### config.mk
export PLATFORM = sky130hd
export DESIGN_NAME = ifu_fetch
export DESIGN_NICKNAME = d
export VERILOG_FILES = /design/src/rtl/ifu_fetch.sv
export SDC_FILE = /design/constraint.sdc
export NUM_CORES = 1
export LEC_CHECK = 0
export BUFFER_PORTS_ARGS = -buffer_cell sky130_fd_sc_hd__buf_4
export CORE_AREA = 2 2 192 118
export DETAILED_ROUTE_END_ITERATION = 12
export DIE_AREA = 0 0 194 120
export GPL_TIMING_DRIVEN = 1
export SYNTH_ARGS = -nofsm -noshare
export SYNTH_HDL_FRONTEND = slang
export SYNTH_SLANG_ARGS = --single-unit
### constraint.sdc
create_clock -name clk -period 5.94 [get_ports clk]
set_clock_uncertainty 0.1 [all_clocks]
set_input_delay 0.891 -clock clk [delete_from_list [all_inputs] [get_ports clk]]
set_output_delay 0.891 -clock clk [all_outputs]
set_load 0.005 [all_outputs]
### src/rtl/ifu_fetch.sv
// -----------------------------------------------------------------------------
// ifu_fetch - Instruction Fetch Unit
//
// Owns the program counter and fetches one 32-bit instruction at a time over a
// valid/ready instruction bus. Each returned word is buffered together with its
// PC in a small FIFO whose head is presented to the decoder through a
// valid/ready handshake. A redirect (taken branch/jump) flushes the buffer,
// drops any in-flight fetch and restarts fetching at the new PC.
//
// Ports
//   clk             in   1     clock, rising edge
//   rst_b           in   1     asynchronous active-low reset
//   ibus_req_valid  out  1     fetch request valid (registered)
//   ibus_req_addr   out  XLEN  fetch address, word aligned (the PC register)
//   ibus_req_ready  in   1     memory accepts the request
//   ibus_rsp_valid  in   1     instruction word returned (always accepted)
//   ibus_rsp_data   in   XLEN  instruction word
//   redirect_valid  in   1     flush and restart fetch at redirect_pc
//   redirect_pc     in   XLEN  new PC, low two bits ignored
//   inst_valid      out  1     inst/inst_pc hold a valid instruction
//   inst            out  XLEN  instruction at the FIFO head
//   inst_pc         out  XLEN  PC of inst
//   inst_ready      in   1     decoder consumes inst this cycle
// -----------------------------------------------------------------------------
module ifu_fetch #(
  parameter int unsigned       XLEN       = 32,
  parameter logic [XLEN-1:0]   RESET_PC   = 32'h8000_0000,
  parameter int unsigned       IBUF_DEPTH = 2
) (
  input  logic            clk,
  input  logic            rst_b,
  output logic            ibus_req_valid,
  output logic [XLEN-1:0] ibus_req_addr,
  input  logic            ibus_req_ready,
  input  logic            ibus_rsp_valid,
  input  logic [XLEN-1:0] ibus_rsp_data,
  input  logic            redirect_valid,
  input  logic [XLEN-1:0] redirect_pc,
  output logic            inst_valid,
  output logic [XLEN-1:0] inst,
  output logic [XLEN-1:0] inst_pc,
  input  logic            inst_ready
);

  localparam int unsigned      PTR_W   = $clog2(IBUF_DEPTH);
  localparam int unsigned      CNT_W   = PTR_W + 1;
  localparam logic [CNT_W-1:0] DEPTH_C = CNT_W'(IBUF_DEPTH);

  // REQ: issue a fetch when there is room; WAIT: response of a live fetch
  // pending; DROP: response of a flushed fetch pending, to be discarded.
  typedef enum logic [1:0] {
    ST_REQ  = 2'd0,
    ST_WAIT = 2'd1,
    ST_DROP = 2'd2
  } state_t;

  state_t            state_r;
  state_t            state_s;
  logic [XLEN-1:0]   fetch_pc_r;
  logic [XLEN-1:0]   pc_s;
  logic [XLEN-1:0]   redirect_aligned_s;
  logic [PTR_W-1:0]  wr_ptr_r;
  logic [PTR_W-1:0]  wr_ptr_s;
  logic [PTR_W-1:0]  rd_ptr_r;
  logic [PTR_W-1:0]  rd_ptr_s;
  logic [CNT_W-1:0]  count_r;
  logic [CNT_W-1:0]  count_s;
  logic [XLEN-1:0]   mem_data_r [IBUF_DEPTH];
  logic [XLEN-1:0]   mem_pc_r   [IBUF_DEPTH];
  logic              req_hs_s;
  logic              push_s;
  logic              pop_s;
  logic              req_valid_s;
  logic              inst_valid_s;

  // The FIFO head drives the decoder directly; head pointer and entries are registers.
  assign inst    = mem_data_r[rd_ptr_r];
  assign inst_pc = mem_pc_r[rd_ptr_r];

  // Next-state, PC and FIFO bookkeeping; a redirect overrides every other event.
  always_comb begin
    state_s            = state_r;
    pc_s               = ibus_req_addr;
    wr_ptr_s           = wr_ptr_r;
    rd_ptr_s           = rd_ptr_r;
    count_s            = count_r;
    redirect_aligned_s = redirect_pc & ~(XLEN'(32'd3));
    req_hs_s           = ibus_req_valid & ibus_req_ready;
    // A response landing in WAIT is only kept when no redirect kills it.
    push_s             = (state_r == ST_WAIT) & ibus_rsp_valid & ~redirect_valid;
    pop_s              = inst_valid & inst_ready & ~redirect_valid;

    case (state_r)
      ST_REQ: begin
        if (req_hs_s) begin
          if (redirect_valid) begin
            state_s = ST_DROP;
          end else begin
            state_s = ST_WAIT;
          end
        end else begin
          state_s = ST_REQ;
        end
      end
      ST_WAIT: begin
        if (ibus_rsp_valid) begin
          state_s = ST_REQ;
        end else if (redirect_valid) begin
          state_s = ST_DROP;
        end else begin
          state_s = ST_WAIT;
        end
      end
      ST_DROP: begin
        if (ibus_rsp_valid) begin
          state_s = ST_REQ;
        end else begin
          state_s = ST_DROP;
        end
      end
      default: begin
        state_s = ST_REQ;
      end
    endcase

    if (redirect_valid) begin
      pc_s = redirect_aligned_s;
    end else if (req_hs_s) begin
      pc_s = ibus_req_addr + XLEN'(32'd4);
    end else begin
      pc_s = ibus_req_addr;
    end

    if (redirect_valid) begin
      wr_ptr_s = {PTR_W{1'b0}};
      rd_ptr_s = {PTR_W{1'b0}};
      count_s  = {CNT_W{1'b0}};
    end else begin
      if (push_s) begin
        wr_ptr_s = wr_ptr_r + PTR_W'(1'b1);
      end else begin
        wr_ptr_s = wr_ptr_r;
      end
      if (pop_s) begin
        rd_ptr_s = rd_ptr_r + PTR_W'(1'b1);
      end else begin
        rd_ptr_s = rd_ptr_r;
      end
      case ({push_s, pop_s})
        2'b10:   count_s = count_r + CNT_W'(1'b1);
        2'b01:   count_s = count_r - CNT_W'(1'b1);
        default: count_s = count_r;
      endcase
    end

    // Request credit is judged on the occupancy the next cycle starts with,
    // i.e. before any pop happening in that cycle.
    req_valid_s  = (state_s == ST_REQ) & (count_s < DEPTH_C);
    inst_valid_s = (count_s != {CNT_W{1'b0}});
  end

  // State, PC, FIFO storage and registered handshake outputs.
  always_ff @(posedge clk or negedge rst_b) begin
    if (!rst_b) begin
      state_r        <= ST_REQ;
      ibus_req_valid <= 1'b0;
      ibus_req_addr  <= RESET_PC;
      fetch_pc_r     <= {XLEN{1'b0}};
      wr_ptr_r       <= {PTR_W{1'b0}};
      rd_ptr_r       <= {PTR_W{1'b0}};
      count_r        <= {CNT_W{1'b0}};
      inst_valid     <= 1'b0;
      for (int i = 0; i < int'(IBUF_DEPTH); i++) begin
        mem_data_r[i] <= {XLEN{1'b0}};
        mem_pc_r[i]   <= {XLEN{1'b0}};
      end
    end else begin
      state_r        <= state_s;
      ibus_req_valid <= req_valid_s;
      ibus_req_addr  <= pc_s;
      wr_ptr_r       <= wr_ptr_s;
      rd_ptr_r       <= rd_ptr_s;
      count_r        <= count_s;
      inst_valid     <= inst_valid_s;
      // Remember the address of the accepted request; its data returns later.
      if (req_hs_s) begin
        fetch_pc_r <= ibus_req_addr;
      end
      if (push_s) begin
        mem_data_r[wr_ptr_r] <= ibus_rsp_data;
        mem_pc_r[wr_ptr_r]   <= fetch_pc_r;
      end
    end
  end

endmodule

==> metrics.md <==
| Metric | Value |
|---|---|
| Most frequent cell after synthesis | mux2_2 |
| Sequential area share after synthesis | 0.565 |
| HPWL Detailed | 13,100 um |
| Post-route ant nets | 0 |
| Hold Vio Cnt, Final | 0 |
| R2r startpoint | ibus_req_addr[2] |
| Setup ws final | 2840 ps |
| Met1 wire length | 9110 um |
| Most common flop cell mapped by yosys | dfrtp_1 |
| CTS tree | yes |
| Core area | 0.0217 mm^2 |
| Number of synthesized register bits | 192 |
| Global-route wire length before repair | 32,100 um |
| Clock slew at reported path FFs | 70 ps |
| Htree depth | 4 |
| CP Launch Type | register |
| Reg-to-reg critical path endpoint | ibus_req_addr[28] |
| CP Capture Point | inst_pc[20] |
| Tcrit/Tclk final | 0.522 |
| Initial antenna violation count | 1 |
| Die height | 120 um |
| Warnings, synthesis | 0 |
| Fin. max-slew vios | 0 |
| EDFF count, synth | 0 |
| Ant diodes | 0 |
| # port buffers | 161 |
| Via density per instance | 5.15 |
| Vias in the first global route | 5,962 |
| Final Critical Period | 3100 ps |
| Remaining global-route overflow | 0 |
| Cells after Synth | 641 |
| Die ar. | 0.0233 mm^2 |
| Cell taking the most area after synthesis | dfrtp_1 |
| Maxcap violations | 0 |
| Fin nets | 862 |
| Drt first pass iters | 4 |
| Clk_lat worst skew | 430 ps |
| Synth async-reset ratio | 1.00 |
| Fin cells | 1,087 |
| Total track usage | 0.175 |
| Area share of the largest cell type after synthesis | 0.562 |
| DRC | 0 |
| Post-CTS setup buffer count | 0 |
| IO Pins | 168 |
| Worst Path Required | 4950 ps |
| Post-Place Setup Slack | 2540 ps |
| Post-cts resize count | 0 |
| Largest net degree at the start of global routing | 85 |
| Num rows | 42 |
| Critical Path Fanout Max | 63 |
| Worst rel slew slack | 0.318 |
| Met3 wire len | 1320 um |
| Share of cells above drive strength 1 | 0.519 |
| Post-Syn Area | 0.00850 mm^2 |
| Leak | 4.89 nW |
| Top Layer Used | met5 |
| Final setup fails | 0 |
| Hold buffer count at CTS | 0 |
| Starting Density | 0.393 |
| Hold Crit Class | input port to async pin |
| Sinks on Clock Net | 192 |
| Clock buffer depth | 2 |
| DR iter-0 viols | 213 |
| Status | completed |
| RSZ-0062 raised after global routing | no |
| Least-Margin Pin Slew | 1020 ps |
| CP arrival | 2110 ps |
| Hold slack | 368 ps |
| Post-Syn Area per Cell | 13.3 um^2 |
| Vias | 5,598 |
| CP Launch Point | rd_ptr_r |
| Fin Setup TNS | 0 ps |
| Critical path class | register to primary output |
| Die width | 194 um |
| Max Fclk | 322 MHz |
| Commonest cells in the netlist | mux2_2, dfrtp_1, nand2_1 |
| Max IR drop VDD | 0.000206 V |
| WL met2 | 9130 um |
| Critical Path Sink Type | primary output |
| Clk root buf | clkbuf_16 |
| # placed instances | 1,057 |
| WL final | 19,700 um |
| Worst R2R Setup Slack | 3310 ps |
| Synth top area cells | dfrtp_1, mux2_2, o21ai_0 |
| Yosys cell types | 41 |
| Wire per inst | 18.1 um |
| Total chip power | 0.00430 W |
| GP Congestion | 0.732 |
| CTS Buf Count | 17 |
| R2R depth | 5 |
| Synthesis-to-layout area growth | 24.3% |
| PwrDens | 407 mW/mm^2 |
-- final cells by class --
type	instances	area (um^2)
timing repair buffer	165	1240
fill	1916	11100
clock buffer	20	457
multi-input combinational	406	3530
tap	286	358
inverter	8	30.0
sequential	192	4810
clock inverter	10	136
-- registers in the layout, indices dropped and copies added (netlist names) --
name            cells
rd_ptr_r            1
mem_pc_r           60
ibus_req_addr      30
fetch_pc_r         30
state_r             2
mem_data_r         64
count_r             2
ibus_req_valid      1
wr_ptr_r            1
inst_valid          1
-- worst max-delay path, stage by stage, from the launching register on --
cell     delay [ps]
dfrtp_4        1080
mux2_2          430
buf_4           140
-- layout by cell type (no fill, tap or decap), drive strengths merged, types with 4 or more instances in the layout --
| cell type | count |
|---|---|
| mux2 | 210 |
| dfrtp | 191 |
| buf | 164 |
| nand2 | 35 |
| o21ai | 27 |
| clkbuf | 21 |
| nor2 | 20 |
| nand3 | 13 |
| a31oi | 12 |
| or4 | 12 |
| or3 | 11 |
| xnor2 | 11 |
| inv | 9 |
| nand4 | 7 |
| o31ai | 6 |
| nor4 | 6 |
| xor2 | 5 |
| nor3 | 5 |
| o211ai | 4 |
| conb | 4 |
-- cell families (layout without fill, tap and decap cells) --
family	after synthesis	in the layout	synth area share
other cells	1	4	0.000441
compound gates	56	56	0.0393
xor+xnor	16	16	0.0165
buf+inv	46	203	0.0235
mux	211	211	0.279
flops	192	192	0.565
simple gates	117	117	0.0727
fa+ha+maj	2	2	0.00294
-- how the worst min path moves through the flow --
stage | slack (ps) | from | end
after floorplan | 360 | state_r[1] | state_r[0]
after global placement | 370 | state_r[1] | state_r[0]
after detailed placement | 390 | mem_data_r[5] | mem_data_r[5]
after CTS | 410 | rst_b | mem_pc_r[6]
after global routing | 410 | rst_b | mem_pc_r[6]
final | 370 | rst_b | mem_pc_r[10]
-- per-layer routing --
metal | vias up | global-route usage
met2 | 135 | 0.271
met4 | 2 | 0.0412
met5 | - | 0
met1 | 2845 | 0.238
met3 | 13 | 0.0596
li1 | 2603 | -
-- through the flow --
step | instance area (um^2) | util
6_report | 10600 | 0.488
5_1_grt | 10600 | 0.488
4_1_cts | 10600 | 0.488
3_5_place_dp | 9970 | 0.461
3_3_place_gp | 9970 | 0.461
2_1_floorplan | 8510 | -
-- power by group --
group	switching, W	internal [W]
clock	0.000492	0.000679
sequential	0.000250	0.00170
combinational	0.000415	0.000771
(Power assumes the default switching activity.)
